## config.mk

```make
export PLATFORM = sky130hd
export DESIGN_NAME = pipelined_rca
export DESIGN_NICKNAME = d
export VERILOG_FILES = /design/src/rtl/pipelined_rca_pkg.sv /design/src/rtl/pipelined_rca_segment.sv /design/src/rtl/pipelined_rca.sv
export SDC_FILE = /design/constraint.sdc
export NUM_CORES = 1
export LEC_CHECK = 0
export BUFFER_PORTS_ARGS = -buffer_cell sky130_fd_sc_hd__buf_2
export CORE_MARGIN = 1
export CORE_UTILIZATION = 26
export CTS_CLUSTER_DIAMETER = 100
export CTS_CLUSTER_SIZE = 12
export DETAILED_ROUTE_END_ITERATION = 12
export PLACE_DENSITY = 0.51
export SYNTH_ARGS = -nofsm -noshare
export SYNTH_HDL_FRONTEND = slang
export SYNTH_HIERARCHICAL = 1
export SYNTH_SLANG_ARGS = --single-unit
```

## constraint.sdc

```tcl
create_clock -name CLK -period 13.15 [get_ports CLK]
set_input_delay 1.315 -clock CLK [delete_from_list [all_inputs] [get_ports CLK]]
set_output_delay 1.315 -clock CLK [all_outputs]
set_load 0.01 [all_outputs]
```

## src/rtl/pipelined_rca_pkg.sv

```systemverilog
// pipelined_rca_pkg: shared width defaults for the ripple-carry adder family.
package pipelined_rca_pkg;
  localparam int NBIT_DEFAULT = 32;
  localparam int SEG_DEFAULT  = 8;
endpackage

```

## src/rtl/pipelined_rca_segment.sv

```systemverilog
// pipelined_rca_segment: W-bit combinational ripple chain of full adders.
module pipelined_rca_segment #(
  parameter int W = 8
) (
  input  logic [W-1:0] A,
  input  logic [W-1:0] B,
  input  logic         CI,
  output logic [W-1:0] S,
  output logic         CO
);
  logic [W:0] c;
  always_comb begin
    c    = '0;
    S    = '0;
    c[0] = CI;
    for (int i = 0; i < W; i++) begin
      S[i]   = A[i] ^ B[i] ^ c[i];
      c[i+1] = (A[i] & B[i]) | (c[i] & (A[i] ^ B[i]));
    end
  end
  assign CO = c[W];
endmodule

```

## src/rtl/pipelined_rca.sv

```systemverilog
// pipelined_rca: NBIT adder/subtractor, one SEG-bit segment per stage, valid/ready stream.
module pipelined_rca
  import pipelined_rca_pkg::*;
#(
  parameter int NBIT = NBIT_DEFAULT,
  parameter int SEG  = SEG_DEFAULT
) (
  input  logic            CLK,
  input  logic            RST_N,
  input  logic            IN_VALID,
  output logic            IN_READY,
  input  logic [NBIT-1:0] A,
  input  logic [NBIT-1:0] B,
  input  logic            CIN,
  input  logic            SUB,
  output logic            OUT_VALID,
  input  logic            OUT_READY,
  output logic [NBIT-1:0] S,
  output logic            COUT,
  output logic            OVF
);
  localparam int NSEG = NBIT / SEG;
  logic            adv;
  logic [NBIT-1:0] bx;
  assign bx       = SUB ? ~B : B;
  assign adv      = OUT_READY || !OUT_VALID;
  assign IN_READY = adv;
  for (genvar k = 0; k < NSEG; k++) begin : g_st
    localparam int LO = SEG * k;
    // w carries finished sum segments below LO and untouched A segments above
    logic [NBIT-1:0] w_i, w_d, w_q;
    logic [NBIT-1:LO] b_i;
    logic [SEG-1:0]  s_seg;
    logic            c_i, v_i, as_i, bs_i, co, c_q, v_q;
    if (k == 0) begin : g_in
      assign w_i  = A;
      assign b_i  = bx;
      assign c_i  = SUB | CIN;
      assign v_i  = IN_VALID;
      assign as_i = A[NBIT-1];
      assign bs_i = bx[NBIT-1];
    end else begin : g_chain
      assign w_i  = g_st[k-1].w_q;
      assign b_i  = g_st[k-1].g_fwd.b_q;
      assign c_i  = g_st[k-1].c_q;
      assign v_i  = g_st[k-1].v_q;
      assign as_i = g_st[k-1].g_fwd.as_q;
      assign bs_i = g_st[k-1].g_fwd.bs_q;
    end
    pipelined_rca_segment #(.W(SEG)) u_seg (
      .A (w_i[LO +: SEG]),
      .B (b_i[LO +: SEG]),
      .CI(c_i),
      .S (s_seg),
      .CO(co)
    );
    always_comb begin
      w_d            = w_i;
      w_d[LO +: SEG] = s_seg;
    end
    always_ff @(posedge CLK) begin
      if (!RST_N) begin
        v_q <= 1'b0;
        w_q <= '0;
        c_q <= 1'b0;
      end else if (adv) begin
        v_q <= v_i;
        w_q <= w_d;
        c_q <= co;
      end
    end
    if (k < NSEG - 1) begin : g_fwd
      logic [NBIT-1:LO+SEG] b_q;
      logic                 as_q, bs_q;
      always_ff @(posedge CLK) begin
        if (!RST_N) begin
          b_q  <= '0;
          as_q <= 1'b0;
          bs_q <= 1'b0;
        end else if (adv) begin
          b_q  <= b_i[NBIT-1:LO+SEG];
          as_q <= as_i;
          bs_q <= bs_i;
        end
      end
    end else begin : g_out
      logic ovf_q;
      always_ff @(posedge CLK) begin
        if (!RST_N) ovf_q <= 1'b0;
        else if (adv) ovf_q <= (as_i == bs_i) && (w_d[NBIT-1] != as_i);
      end
    end
  end
  assign OUT_VALID = g_st[NSEG-1].v_q;
  assign S         = g_st[NSEG-1].w_q;
  assign COUT      = g_st[NSEG-1].c_q;
  assign OVF       = g_st[NSEG-1].g_out.ovf_q;
endmodule

```

======== Word level (Yosys, flattened, before mapping) ========
Cells that the tools add are included.
storage, ports and cells
  register bits after elaboration ......... 191
  bits of input ports ..................... 70
  output and inout bits ................... 36
  logic and storage cells ................. 190
operators by class
  equality and inequality tests ........... 2
  muxes and demuxes ....................... 1
  bitwise operators ....................... 162
  reduce and logical (&&, ||, !) cells .... 3
operators by type and width
  cell               number
  $and 1x1->1        64
  $xor 1x1->1        64
  $or 1x1->1         33
  $mux 32            1
  $not 32->32        1
  $eq 1x1->1         1
  $logic_and 1x1->1  1
  $logic_not 1->1    1
  $logic_or 1x1->1   1
  $ne 1x1->1         1

======== Logic depth before layout (Yosys ltp) ========
Gate-level depths: netlist of the first run.
  depth in word-level cells ............... 19
  gate-level depth with buffers ........... 17

======== By module ========
Netlist of the first run, hierarchy kept.
by module, submodules not included
  module                 instances  cells an instance  area each (µm²)  seq. area each (µm²)
  pipelined_rca          1          815                7209.4           3703.6
  pipelined_rca_segment  4          18                 197.7            0.0

======== Worst setup path before layout of the first run ========
No wires, ideal clock.
  kind .................................... input port to flip-flop
  start point ............................. input port SUB
  end point ............................... register g_st[0].w_q[7]
  data arrival time ....................... 5.069 ns
  data required time ...................... 13.080 ns
  setup slack ............................. 8.011 ns
  stages .................................. 17
  path buffers ............................ 2
  path through ............................ buf_2 > buf_4 > or2_2 > fa_1 > inv_1 > fa_1 > inv_1 > fa_1 > fa_1 > fa_1 > fa_1 > fa_1 > inv_1 > fa_1 > inv_1 > nand2_1 > a21boi_1
on the way
  elaborated cells on any way between the ends .. 32
  classes of those cells .................. mux: 1; bitwise: 31
RTL lines
  element               line                         source
  start, declared       pipelined_rca.sv:15          input logic SUB,
  $or 1x1->1            pipelined_rca.sv:38          assign c_i = SUB | CIN;
  via g_st[0].c_i       pipelined_rca.sv:34          logic c_i, v_i, as_i, bs_i, co, c_q, v_q;
  $and 1x1->1           pipelined_rca_segment.sv:18  c[i+1] = (A[i] & B[i]) | (c[i] & (A[i] ^ B[i]));
  $or 1x1->1            pipelined_rca_segment.sv:18
  $and 1x1->1           pipelined_rca_segment.sv:18
  $or 1x1->1            pipelined_rca_segment.sv:18
  $and 1x1->1           pipelined_rca_segment.sv:18
  $or 1x1->1            pipelined_rca_segment.sv:18
  (+2 left out)         -
  $and 1x1->1           pipelined_rca_segment.sv:18
  $or 1x1->1            pipelined_rca_segment.sv:18
  $and 1x1->1           pipelined_rca_segment.sv:18
  $or 1x1->1            pipelined_rca_segment.sv:18
  $and 1x1->1           pipelined_rca_segment.sv:18
  $or 1x1->1            pipelined_rca_segment.sv:18
  $xor 1x1->1           pipelined_rca_segment.sv:17  S[i] = A[i] ^ B[i] ^ c[i];
  via g_st[0].s_seg[7]  pipelined_rca.sv:33          logic [SEG-1:0] s_seg;
  end signal, assigned  pipelined_rca.sv:68          w_q <= w_d;
  end, declared         pipelined_rca.sv:31          logic [NBIT-1:0] w_i, w_d, w_q;
The timed path passes the listed nets, and every way through them passes these cells.
A chain may end at the register's enable or synchronous reset.

======== Worst setup path after layout of the first run ========
  start point ............................. input port SUB
  end point ............................... register g_st[0].w_q[7]
on the way
  cells in the longest elaborated chain, start to end .. 17
  elaborated cells on any way between the ends .. 32
  classes of those cells .................. mux: 1; bitwise: 31
ends and longest elaborated chain
  element               line                         source
  $mux 32 *             pipelined_rca.sv:25          assign bx = SUB ? ~B : B;
  via bx[0]             pipelined_rca.sv:24          logic [NBIT-1:0] bx;
  $xor 1x1->1           pipelined_rca_segment.sv:18
  $and 1x1->1           pipelined_rca_segment.sv:18
  $or 1x1->1 *          pipelined_rca_segment.sv:18
  $and 1x1->1 *         pipelined_rca_segment.sv:18
  $or 1x1->1 *          pipelined_rca_segment.sv:18
  $and 1x1->1 *         pipelined_rca_segment.sv:18
  (+3 left out)         -
  $and 1x1->1 *         pipelined_rca_segment.sv:18
  $or 1x1->1 *          pipelined_rca_segment.sv:18
  $and 1x1->1 *         pipelined_rca_segment.sv:18
  $or 1x1->1 *          pipelined_rca_segment.sv:18
  $and 1x1->1 *         pipelined_rca_segment.sv:18
  $or 1x1->1 *          pipelined_rca_segment.sv:18
  $xor 1x1->1 *         pipelined_rca_segment.sv:17
  via g_st[0].s_seg[7]  pipelined_rca.sv:33
The timed path passes the listed nets; every way through them passes the cells marked *.

==> results of run 1 <==
[area by class of cell]
cell class              instances  area (um2)  area share [%]
repair buffers                110         566            6.17
multi-input cells             596        3690            40.3
well taps                     390         488            5.32
inverters                      41         159            1.73
flip-flops and latches        185        3700            40.4
clock buffers                  17         425            4.64
clock inverters                15         131            1.43
[logic make-up after synthesis]
kind of cell / after synthesis
AO/OA/AOI/OAI: 186
flip-flops: 185
AND/OR/NAND/NOR: 346
buffers and inverters: 106
adder cells (fa/ha/maj): 32
XOR/XNOR: 32
[report_power, final]
| group | total [mW] | switching [mW] | internal (mW) |
|---|---|---|---|
| Clock | 0.490 | 0.240 | 0.250 |
| Sequential | 0.618 | 0.0200 | 0.598 |
| Combinational | 0.120 | 0.0628 | 0.0570 |
[stage by stage]
step | setup slack (ns) | util [%]
3_3_place_gp | 7.71 | 28.7
4_1_cts | 8.08 | 30.6
6_report | 8.09 | 30.6
5_1_grt | 7.89 | 30.6
3_5_place_dp | 7.62 | 28.7
2_1_floorplan | 8.01 | -
[synthesized netlist by cell type (2+ instances only)]
master,instances,share of area [%]
sky130_fd_sc_hd__nand2_1,342,16
sky130_fd_sc_hd__dfxtp_1,185,46
sky130_fd_sc_hd__a21boi_1,150,14
sky130_fd_sc_hd__inv_1,40,1.9
sky130_fd_sc_hd__fa_1,32,8.0
sky130_fd_sc_hd__o211a_1,24,3.0
sky130_fd_sc_hd__xnor2_1,24,2.6
sky130_fd_sc_hd__clkbuf_1,23,1.1
sky130_fd_sc_hd__buf_6,22,3.1
sky130_fd_sc_hd__buf_2,15,0.94
sky130_fd_sc_hd__a21boi_0,9,0.84
sky130_fd_sc_hd__xor2_1,8,0.88
sky130_fd_sc_hd__buf_4,3,0.28
sky130_fd_sc_hd__clkbuf_4,2,0.19
[critical path, stage by stage]
cell and delay [ns]:
sky130_fd_sc_hd__buf_2 0.07, sky130_fd_sc_hd__buf_4 0.48, sky130_fd_sc_hd__xor2_1 0.19, sky130_fd_sc_hd__fa_1 0.41, sky130_fd_sc_hd__inv_1 0.07, sky130_fd_sc_hd__fa_1 0.15, sky130_fd_sc_hd__inv_1 0.05, sky130_fd_sc_hd__fa_1 0.38
sky130_fd_sc_hd__fa_1 0.39, sky130_fd_sc_hd__fa_1 0.39, sky130_fd_sc_hd__fa_1 0.38, sky130_fd_sc_hd__fa_1 0.37, sky130_fd_sc_hd__inv_1 0.08, sky130_fd_sc_hd__fa_1 0.40, sky130_fd_sc_hd__inv_1 0.06, sky130_fd_sc_hd__nand2_1 0.04
sky130_fd_sc_hd__a21boi_1 0.16
[routing by layer]
layer	vias to the layer above	share of wire, %	track usage, %
li1	2938	-	-
met5	-	0	0
met2	85	38	14.9
met1	2529	58	18.3
met3	16	3.1	2.59
met4	0	1.2	3.74
[flip-flops by register name, indices dropped and copies added, names as in the netlist]
name,cells
g_st.w_q,96
COUT,1
OUT_VALID,1
g_st.g_fwd.b_q,48
g_st.v_q,3
g_st.c_q,3
OVF,1
S,32
[path summary, 6_finish.rpt]
path                                      start             end  slack, ns  cells after the start
worst max-delay path                        SUB  g_st[0].w_q[7]       8.09                     17
worst min-delay path                       S[6]            S[6]       0.45                      2
worst max register to register  g_st[2].w_q[24]             OVF       8.91                     14
worst min register to register             S[6]            S[6]       0.45                      2
==> metrics.md, run 1 <==
| Metric | Value |
|---|---|
| Number of remaining DRC errors | `0` |
| Number of pins exceeding their max-slew limit in the final report | `0` |
| Critical setup path kind | `in -> reg` |
| GRT Residual Overflow | `0` |
| Initial core utilization | `26.7%` |
| Gate count after technology mapping | `887` |
| Unrepaired setup endpoints after global routing | `no` |
| Hold_buf cts | `0` |
| Antenna-violating nets left | `0` |
| Post-layout min period | `5.06 ns` |
| Post-synthesis net count | `989` |
| Yosys warning total | `6` |
| Xor and xnor fraction of the mapped netlist area | `3.50%` |
| Critical path fanouts, max | `33` |
| Most common library cell in the layout ignoring fill and taps | `sky130_fd_sc_hd__nand2_1` |
| First-pass GRT wire length | `28900 um` |
| Max-Cap Viols | `0` |
| Basic-gate share of the synthesized area counting and, or, nand and nor cells | `16.5%` |
| Die Width | `177 um` |
| Highest-count cells in the layout ignoring fill and taps | `342 x sky130_fd_sc_hd__nand2_1, 185 x sky130_fd_sc_hd__dfxtp_1, 150 x sky130_fd_sc_hd__a21boi_1` |
| Hold WC Path Type | `reg -> reg` |
| Standard cell core area | `30000 um2` |
| Vias in the first global route | `5430` |
| Fraction of the mapped netlist area in compound gates | `18.2%` |
| Portion of netlist area occupied by mux cells | `0%` |
| Final critical-path share of the clock period | `38.5%` |
| Area overhead of the layout relative to synthesis | `14.6%` |
| Number of flops mapped to enable cells by yosys | `0` |
| Primary flip-flop cell chosen by synthesis mapping | `sky130_fd_sc_hd__dfxtp_1` |
| Initial antenna violation count | `0` |
| Placed cell area | `8610 um2` |
| Final non-filler cell total | `1354` |
| Number of antenna diodes | `0` |
| Post-CTS Setup Bufs | `0` |
| Critical Path RT | `13.50 ns` |
| Rows | `63` |
| Clock-pin transition on the worst setup and hold timing paths | `0.07 ns` |
| Post-route standard cell area excluding fillers | `9170 um2` |
| Clock latency reported for the late side of the worst-skew pair | `0.43 ns` |
| Least-Margin Pin Slew | `1.22 ns` |
| Share of flip-flops with an asynchronous set or reset | `0%` |
| Synthesized-area fraction occupied by adder cells | `8.01%` |
| Count of unique library cells instantiated by Yosys | `22` |
| Post-DP HPWL | `10800 um` |
| Leakage power total | `3.97 nW` |
| Routed wire length | `17200 um` |
| Vias per cell | `4.11` |
| Final-report hold violation count | `0` |
| Global placement routability congestion | `0.712` |
| Worst slew margin relative to its limit | `18.5%` |
| Post-synth design cell area | `8000 um2` |
| Starting DRT DRC Count | `252` |
| Critical Path Start Type | `input pin` |
| Post_cts resized | `0` |
| Via total after detailed routing | `5568` |
| Clock Sink Count | `185` |
| Total track usage | `11.6%` |
| Crit path arrival time | `5.41 ns` |
| Clock root buffer | `sky130_fd_sc_hd__clkbuf_16` |
| Power Density | `134 nW/um2` |
| Maximum root-to-sink buffer count | `2` |
| Final setup skew | `0.0136 ns` |
| Number of iterations in the first detailed-routing pass | `4` |
| Cell count after placement | `1322` |
| Count of fill cells added during filler insertion | `3240` |
| Result of the run | `completed` |
| H-Tree Level Count | `4` |
| Layout net count | `1053` |
| Hold Slack | `0.446 ns` |
| Largest net degree at the start of global routing | `131` |
| Share of synthesized area occupied by flip-flops and latches | `46.3%` |
| Total power | `1.23 mW` |
| Die area | `31500 um2` |
| Number of input and output port buffers inserted | `105` |
| Max Clk Rate | `198 MHz` |
| Count of pins on the block boundary | `106` |
| Final setup violation count | `0` |
| Ratio of cells with drive above 1 in the final layout | `15.1%` |
| Routed length per placed instance | `12.7 um` |
| Number of register bits inferred by synthesis | `185` |
| CTS Buf Count | `17` |
| Main combinational cell family by area after synthesis | `compound AO/OA/AOI/OAI gates` |
| Die Y-Extent | `177 um` |
| TritonCTS clock tree | `built` |
| Largest vdd supply drop | `0.0000752 V` |
| Total negative slack for setup checks | `0 ns` |
| Synthesized area divided by synthesized cell count | `9.02 um2` |
| Endpoint class of the critical path | `flop` |
Note: power is estimated with default switching activity, not from simulation.
==> inputs of run 2 (changes only) <==
Settings changed: PLACE_DENSITY 0.51 to 0.53.
Clock period 13.15 ns to 4.6 ns, I/O delays scaled along.
==> metrics.md, run 2 (synthesis results as in run 1) <==
| Metric | Value |
|---|---|
| Standard cell core area | `30000 um2 (unchanged)` |
| Hold_sp | `A[31]` |
| CP top delay family | `adder cells` |
| CP peak stage delay | `0.45 ns (-0.03 ns)` |
| Total power | `3.60 mW (+190%)` |
| Final setup skew | `0.0207 ns (+0.00706 ns)` |
| Antenna-violating nets left | `0 (unchanged)` |
| Reg with most FFs | `g_st.w_q` |
| Slack of the worst reg-to-reg path | `0.43 ns (-8.48 ns)` |
| Grt peak-use layer | `met1` |
| Hold WC Path Type | `in -> reg` |
| Post_cts resized | `0 (unchanged)` |
| Number of iterations in the first detailed-routing pass | `4 (unchanged)` |
| Unrepaired setup endpoints after global routing | `no` |
| Met3 demand-to-capacity share in global routing | `3.64% (+1.0 points)` |
| Critical path fanouts, max | `3 (-91%)` |
| Count of pins on the block boundary | `106 (unchanged)` |
| CP most frequent cell | `sky130_fd_sc_hd__fa_1` |
| Worst path bufs/invs | `4 (-2)` |
| Sequential power share | `49.1% (-1.2 points)` |
| Routed wire length | `17400 um (+1.2%)` |
| Number of remaining DRC errors | `0 (unchanged)` |
| Hold_buf cts | `0 (unchanged)` |
| Result of the run | `completed` |
| Power Density | `390 nW/um2 (+190%)` |
| Global placement routability congestion | `0.720 (+1.2%)` |
| Post-layout min period | `4.17 ns` |
| Critical-path cell with the highest stage delay | `sky130_fd_sc_hd__or3b_2` |
| Die Width | `177 um (unchanged)` |
| Ordered list of cells on the worst path | `fa_1 -> inv_1 -> fa_1 -> inv_1 -> fa_1 -> fa_1 -> fa_1 -> fa_1 -> fa_1 -> inv_1 -> fa_1 -> inv_1 -> or3b_2 -> a31oi_1` |
| Routed length per placed instance | `12.8 um (+1.0%)` |
| Post-layout utilization of the core | `30.8% (+0.22 points)` |
| TritonCTS clock tree | `built` |
| Post-route standard cell area excluding fillers | `9230 um2 (+0.72%)` |
| Max-Cap Viols | `0 (unchanged)` |
| Initial core utilization | `26.7% (unchanged)` |
| Post-CTS Setup Bufs | `0 (unchanged)` |
| Critical Path Start Type | `flop` |
| Max Clk Rate | `240 MHz` |
| Total track usage | `11.6% (+0.059 points)` |
| First element of the critical path | `g_st[2].w_q[24]` |
| H-Tree Level Count | `4 (unchanged)` |
| Most common library cell in the layout ignoring fill and taps | `sky130_fd_sc_hd__nand2_1` |
| Ratio of cells with drive above 1 in the final layout | `15.2% (+0.088 points)` |
| Initial antenna violation count | `0 (unchanged)` |
| Number of flip-flops under the largest register name | `96 (unchanged)` |
| Largest vdd supply drop | `0.000199 V (+160%)` |
| Clock root buffer | `sky130_fd_sc_hd__clkbuf_16` |
| Critical Path RT | `4.96 ns (-8.54 ns)` |
| GRT Residual Overflow | `0 (unchanged)` |
| Final setup violation count | `0 (unchanged)` |
| Clock Power Share | `41.4% (+1.5 points)` |
| Clock latency reported for the late side of the worst-skew pair | `0.44 ns (about the same)` |
| Maximum root-to-sink buffer count | `2 (unchanged)` |
| Critical setup path kind | `reg -> reg` |
| Vias in the first global route | `5430 (unchanged)` |
| Area overhead of the layout relative to synthesis | `15.4%` |
| CTS Buf Count | `17 (unchanged)` |
| Proportion of total power due to net switching | `26.3% (+0.037 points)` |
| Number of pins exceeding their max-slew limit in the final report | `0 (unchanged)` |
| Placed cell area | `8630 um2 (+0.23%)` |
| Final critical-path share of the clock period | `90.6%` |
| Post-DP HPWL | `11200 um (+4.1%)` |
| Endpoint class of the critical path | `flop` |
| Via total after detailed routing | `5632 (+1.1%)` |
| Highest-count cells in the layout ignoring fill and taps | `342 x sky130_fd_sc_hd__nand2_1, 185 x sky130_fd_sc_hd__dfxtp_1, 150 x sky130_fd_sc_hd__a21boi_1` |
| Combinational cell fraction of total power | `9.5% (-0.3 points)` |
| Clock-pin transition on the worst setup and hold timing paths | `0.09 ns (+0.02 ns)` |
| Sw power | `0.947 mW (+190%)` |
| Starting DRT DRC Count | `322 (+28%)` |
| Vias per cell | `4.15 (+1.0%)` |
| Largest net degree at the start of global routing | `121 (-7.6%)` |
| Total negative slack for setup checks | `0 ns (unchanged)` |
| Die area | `31500 um2 (unchanged)` |
| Global-route met1 utilization | `17.4% (-0.87 points)` |
| Final-report hold violation count | `0 (unchanged)` |
| Worst slew margin relative to its limit | `27.6% (+9.2 points)` |
| Worst reg2reg path startpoint | `g_st[2].w_q[24]` |
| Leakage power total | `4.00 nW (+0.68%)` |
| Global routing usage on met2 | `15.4% (+0.49 points)` |
| Crit path arrival time | `4.53 ns (-0.88 ns)` |
| Layout net count | `1054 (+0.095%)` |
| First-pass GRT wire length | `28700 um (-0.57%)` |
| Rows | `63 (unchanged)` |
| Least-Margin Pin Slew | `1.09 ns (-0.138 ns)` |
| Number of input and output port buffers inserted | `105 (unchanged)` |
| Die Y-Extent | `177 um (unchanged)` |
| Total internal power | `2.65 mW (+190%)` |
| Clock Sink Count | `185 (unchanged)` |
run 2: changes by cell type in the layout (fill, tap and decap cells not counted):
cell,previous run,this run
sky130_fd_sc_hd__bufinv_16,0,1
sky130_fd_sc_hd__clkinv_2,2,0
sky130_fd_sc_hd__clkinv_8,0,2
sky130_fd_sc_hd__buf_12,0,1
sky130_fd_sc_hd__diode_2,0,1
sky130_fd_sc_hd__inv_6,7,6
run 2: worst paths after layout:
kind                          end  cells past startpoint
hold reg to reg   g_st[2].w_q[14]                      2
hold / removal    g_st[0].w_q[31]                      3
setup / recovery              OVF                     14
setup reg to reg              OVF                     14
run 2: per-layer routing:
| layer | up-vias | part of all wire (%) |
|---|---|---|
| met5 | - | 0 |
| met4 | 0 | 1.0 |
| met3 | 10 | 4.2 |
| met2 | 80 | 38 |
| met1 | 2604 | 57 |
| li1 | 2938 | - |
run 2: power groups by stage:
stage | logic (mW) | registers, mW | clock network (mW)
floorplan | 0.240 | 1.80 | 0
global placement | 0.349 | 1.80 | 0
detailed placement | 0.350 | 1.81 | 0
CTS | 0.354 | 1.77 | 1.54
global route | 0.397 | 1.78 | 1.61
finish | 0.344 | 1.77 | 1.49
run 2: final cells by class:
type	instances	area, um2
antenna	1	2.50
clock buffer	17	425
clock inverter	15	175
fill	3244	20700
inverter	41	159
multi-input combinational	596	3690
sequential	185	3700
tap	390	488
timing repair buffer	111	586
run 2: tightest hold or removal path, cell delays in order:
cell and delay [ns]:
sky130_fd_sc_hd__buf_2 0.09, sky130_fd_sc_hd__nand2_1 0.05, sky130_fd_sc_hd__a21boi_1 0.06
run 2: per-stage QoR:
stage                     hold WS [ns]  cells  setup slack [ns]
final                            0.257   1356             0.431
after floorplan                  0.431    887             0.316
after CTS                        0.228   1355             0.407
after global routing             0.249   1355             0.233
after global placement           0.437   1323             0.348
after detailed placement         0.441   1323             0.304
==> inputs of run 3 (changes only) <==
Settings changed: CELL_PAD_IN_SITES_DETAIL_PLACEMENT from default to 1, CELL_PAD_IN_SITES_GLOBAL_PLACEMENT from default to 2, PLACE_DENSITY 0.53 to 0.65, SETUP_SLACK_MARGIN from default to 0.5.
==> metrics.md, run 3 (synthesis results as in run 1) <==
| Metric | Value |
|---|---|
| Critical Path Start Type | `flop` |
| Reg with most FFs | `g_st.w_q` |
| Initial antenna violation count | `1 (+1)` |
| Critical-path cell with the highest stage delay | `sky130_fd_sc_hd__or3b_2` |
| Ordered list of cells on the worst path | `fa_1 -> inv_1 -> fa_1 -> inv_1 -> fa_2 -> fa_2 -> fa_2 -> fa_2 -> fa_2 -> inv_2 -> fa_1 -> inv_2 -> or3b_2 -> a31oi_1` |
| CTS Buf Count | `17 (unchanged)` |
| Cell count after placement | `1325 (+0.15%)` |
| Post-layout utilization of the core | `30.8% (-0.071 points)` |
| Standard cell core area | `30000 um2 (unchanged)` |
| Post-layout min period | `3.96 ns (-0.212 ns)` |
| Hold Slack | `0.270 ns (+0.0128 ns)` |
| Least-Margin Pin Slew | `1.02 ns (-0.0615 ns)` |
| Total track usage | `12.7% (+1.0 points)` |
| Vias in the first global route | `5955 (+9.7%)` |
| Number of iterations in the first detailed-routing pass | `4 (unchanged)` |
| Leakage power total | `3.96 nW (-0.87%)` |
| GRT Residual Overflow | `0 (unchanged)` |
| Largest net degree at the start of global routing | `138 (+14%)` |
| Final critical-path share of the clock period | `86.0% (-4.6 points)` |
| Max Clk Rate | `253 MHz (+5.4%)` |
| Final setup violation count | `0 (unchanged)` |
| Total negative slack for setup checks | `0 ns (unchanged)` |
| Number of remaining DRC errors | `0 (unchanged)` |
| Ratio of cells with drive above 1 in the final layout | `16.4% (+1.1 points)` |
| Clock latency reported for the late side of the worst-skew pair | `0.43 ns (about the same)` |
| Total internal power | `2.59 mW (-2.2%)` |
| Critical path fanouts, max | `3 (unchanged)` |
| Routed wire length | `18800 um (+7.9%)` |
| Sequential power share | `49.9% (+0.8 points)` |
| Critical Path End | `OVF` |
| Worst reg-to-reg path cell count | `14 (unchanged)` |
| Layout net count | `1056 (+0.19%)` |
| Worst path bufs/invs | `4 (unchanged)` |
| Routed length per placed instance | `13.9 um (+7.9%)` |
| Die Y-Extent | `177 um (unchanged)` |
| Count of pins on the block boundary | `106 (unchanged)` |
| Clock root buffer | `sky130_fd_sc_hd__clkbuf_16` |
| Unrepaired setup endpoints after global routing | `yes` |
| Final-report hold violation count | `0 (unchanged)` |
| H-Tree Level Count | `4 (unchanged)` |
| Hold_buf cts | `0 (unchanged)` |
| Clock Sink Count | `185 (unchanged)` |
| CP most frequent cell | `sky130_fd_sc_hd__fa_2` |
| Clock Power Share | `40.0% (-1.4 points)` |
| Most common library cell in the layout ignoring fill and taps | `sky130_fd_sc_hd__nand2_1` |
| Starting DRT DRC Count | `268 (-17%)` |
| Highest-count cells in the layout ignoring fill and taps | `342 x sky130_fd_sc_hd__nand2_1, 184 x sky130_fd_sc_hd__dfxtp_1, 150 x sky130_fd_sc_hd__a21boi_1` |
| Rows | `63 (unchanged)` |
| CP peak stage delay | `0.44 ns (about the same)` |
| Die area | `31500 um2 (unchanged)` |
| Maximum root-to-sink buffer count | `2 (unchanged)` |
| Hold WC Path Type | `in -> reg` |
| Largest vdd supply drop | `0.000212 V (+6.7%)` |
| Die Width | `177 um (unchanged)` |
| Crit path arrival time | `4.31 ns (-0.22 ns)` |
| First-pass GRT wire length | `31400 um (+9.2%)` |
| Number of pins exceeding their max-slew limit in the final report | `0 (unchanged)` |
| Worst slew margin relative to its limit | `31.7% (+4.1 points)` |
| Critical setup path kind | `reg -> reg` |
| Via total after detailed routing | `5728 (+1.7%)` |
| TritonCTS clock tree | `built` |
| Worst reg2reg path startpoint | `g_st[2].w_q[24]` |
| Post-DP HPWL | `12100 um (+7.4%)` |
| Vias per cell | `4.22 (+1.7%)` |
| First element of the critical path | `g_st[2].w_q[24]` |
| Count of cell instances traversed by the critical path | `14 (unchanged)` |
| Result of the run | `completed` |
| Final non-filler cell total | `1356 (unchanged)` |
| Proportion of total power due to net switching | `26.8% (+0.52 points)` |
| Number of input and output port buffers inserted | `105 (unchanged)` |
| Power Density | `385 nW/um2 (-1.3%)` |
| Combinational cell fraction of total power | `10.0% (+0.5 points)` |
| Initial core utilization | `26.7% (unchanged)` |
| RR Endpoint | `OVF` |
| Number of antenna diodes | `0 (-1)` |
| Area overhead of the layout relative to synthesis | `15.1%` |
| Clock-pin transition on the worst setup and hold timing paths | `0.08 ns (about the same)` |
| Antenna-violating nets left | `0 (unchanged)` |
| CP top delay family | `adder cells` |
| Critical Path RT | `4.96 ns (about the same)` |
| Global placement routability congestion | `0.692 (-3.9%)` |
| Slack of the worst reg-to-reg path | `0.64 ns (+0.21 ns)` |
| Final setup skew | `0.0156 ns (-0.00509 ns)` |
| Number of flip-flops under the largest register name | `96 (unchanged)` |
| Sw power | `0.951 mW (+0.38%)` |
| Max-Cap Viols | `0 (unchanged)` |
| Post-CTS Setup Bufs | `0 (unchanged)` |
| Endpoint class of the critical path | `flop` |
run 3: worst min path at each step:
stage | startpoint | endpoint | slack, ns | cells after the start
2_1_floorplan | g_st[0].w_q[15] | g_st[0].w_q[15] | 0.43 | 2
3_3_place_gp | S[5] | S[5] | 0.44 | 2
3_5_place_dp | S[29] | S[29] | 0.44 | 2
4_1_cts | A[8] | g_st[0].w_q[8] | 0.25 | 3
5_1_grt | A[24] | g_st[0].w_q[24] | 0.27 | 3
6_report | A[27] | g_st[0].w_q[27] | 0.27 | 3
run 3: final cells by class:
type	count	area, um2
timing repair buffer	113	588
sequential	185	3700
inverter	41	159
clock buffer	18	429
fill	3537	20700
multi-input combinational	596	3710
tap	390	488
clock inverter	13	129
run 3: power groups by stage:
stage	Clock (mW)	Combinational [mW]	Sequential (mW)
2_1_floorplan	0	0.241	1.80
3_3_place_gp	0	0.363	1.81
3_5_place_dp	0	0.363	1.81
4_1_cts	1.48	0.368	1.77
5_1_grt	1.54	0.413	1.79
6_report	1.42	0.355	1.77
run 3: what timing repair did:
item	4_1_cts	5_1_grt
endpoints found under the hold margin	0	0
pin swaps	0	2
endpoints found under the setup margin	1	1
resized for setup	3	5
run 3: per-stage QoR:
stage	setup WS [ns]	area [um2]	total power, mW
finish	0.643	9210	3.54
global route	0.490	9210	3.74
CTS	0.520	9210	3.62
detailed placement	0.399	8640	2.17
global placement	0.476	8640	2.17
floorplan	0.467	8010	2.04
run 3: layer usage:
layer	vias to the layer above	wire length (um)	GRT usage, %
met5	-	0	0
met4	0	190	3.53
met3	10	535	2.61
met2	75	7560	17.9
met1	2704	10500	19.2
li1	2939	-	-
run 3: tightest hold or removal path: cells and delay by family:
kind	cells	cell delay, ns
compound gates	1	0.05
simple gates	1	0.05
buf+inv	1	0.10
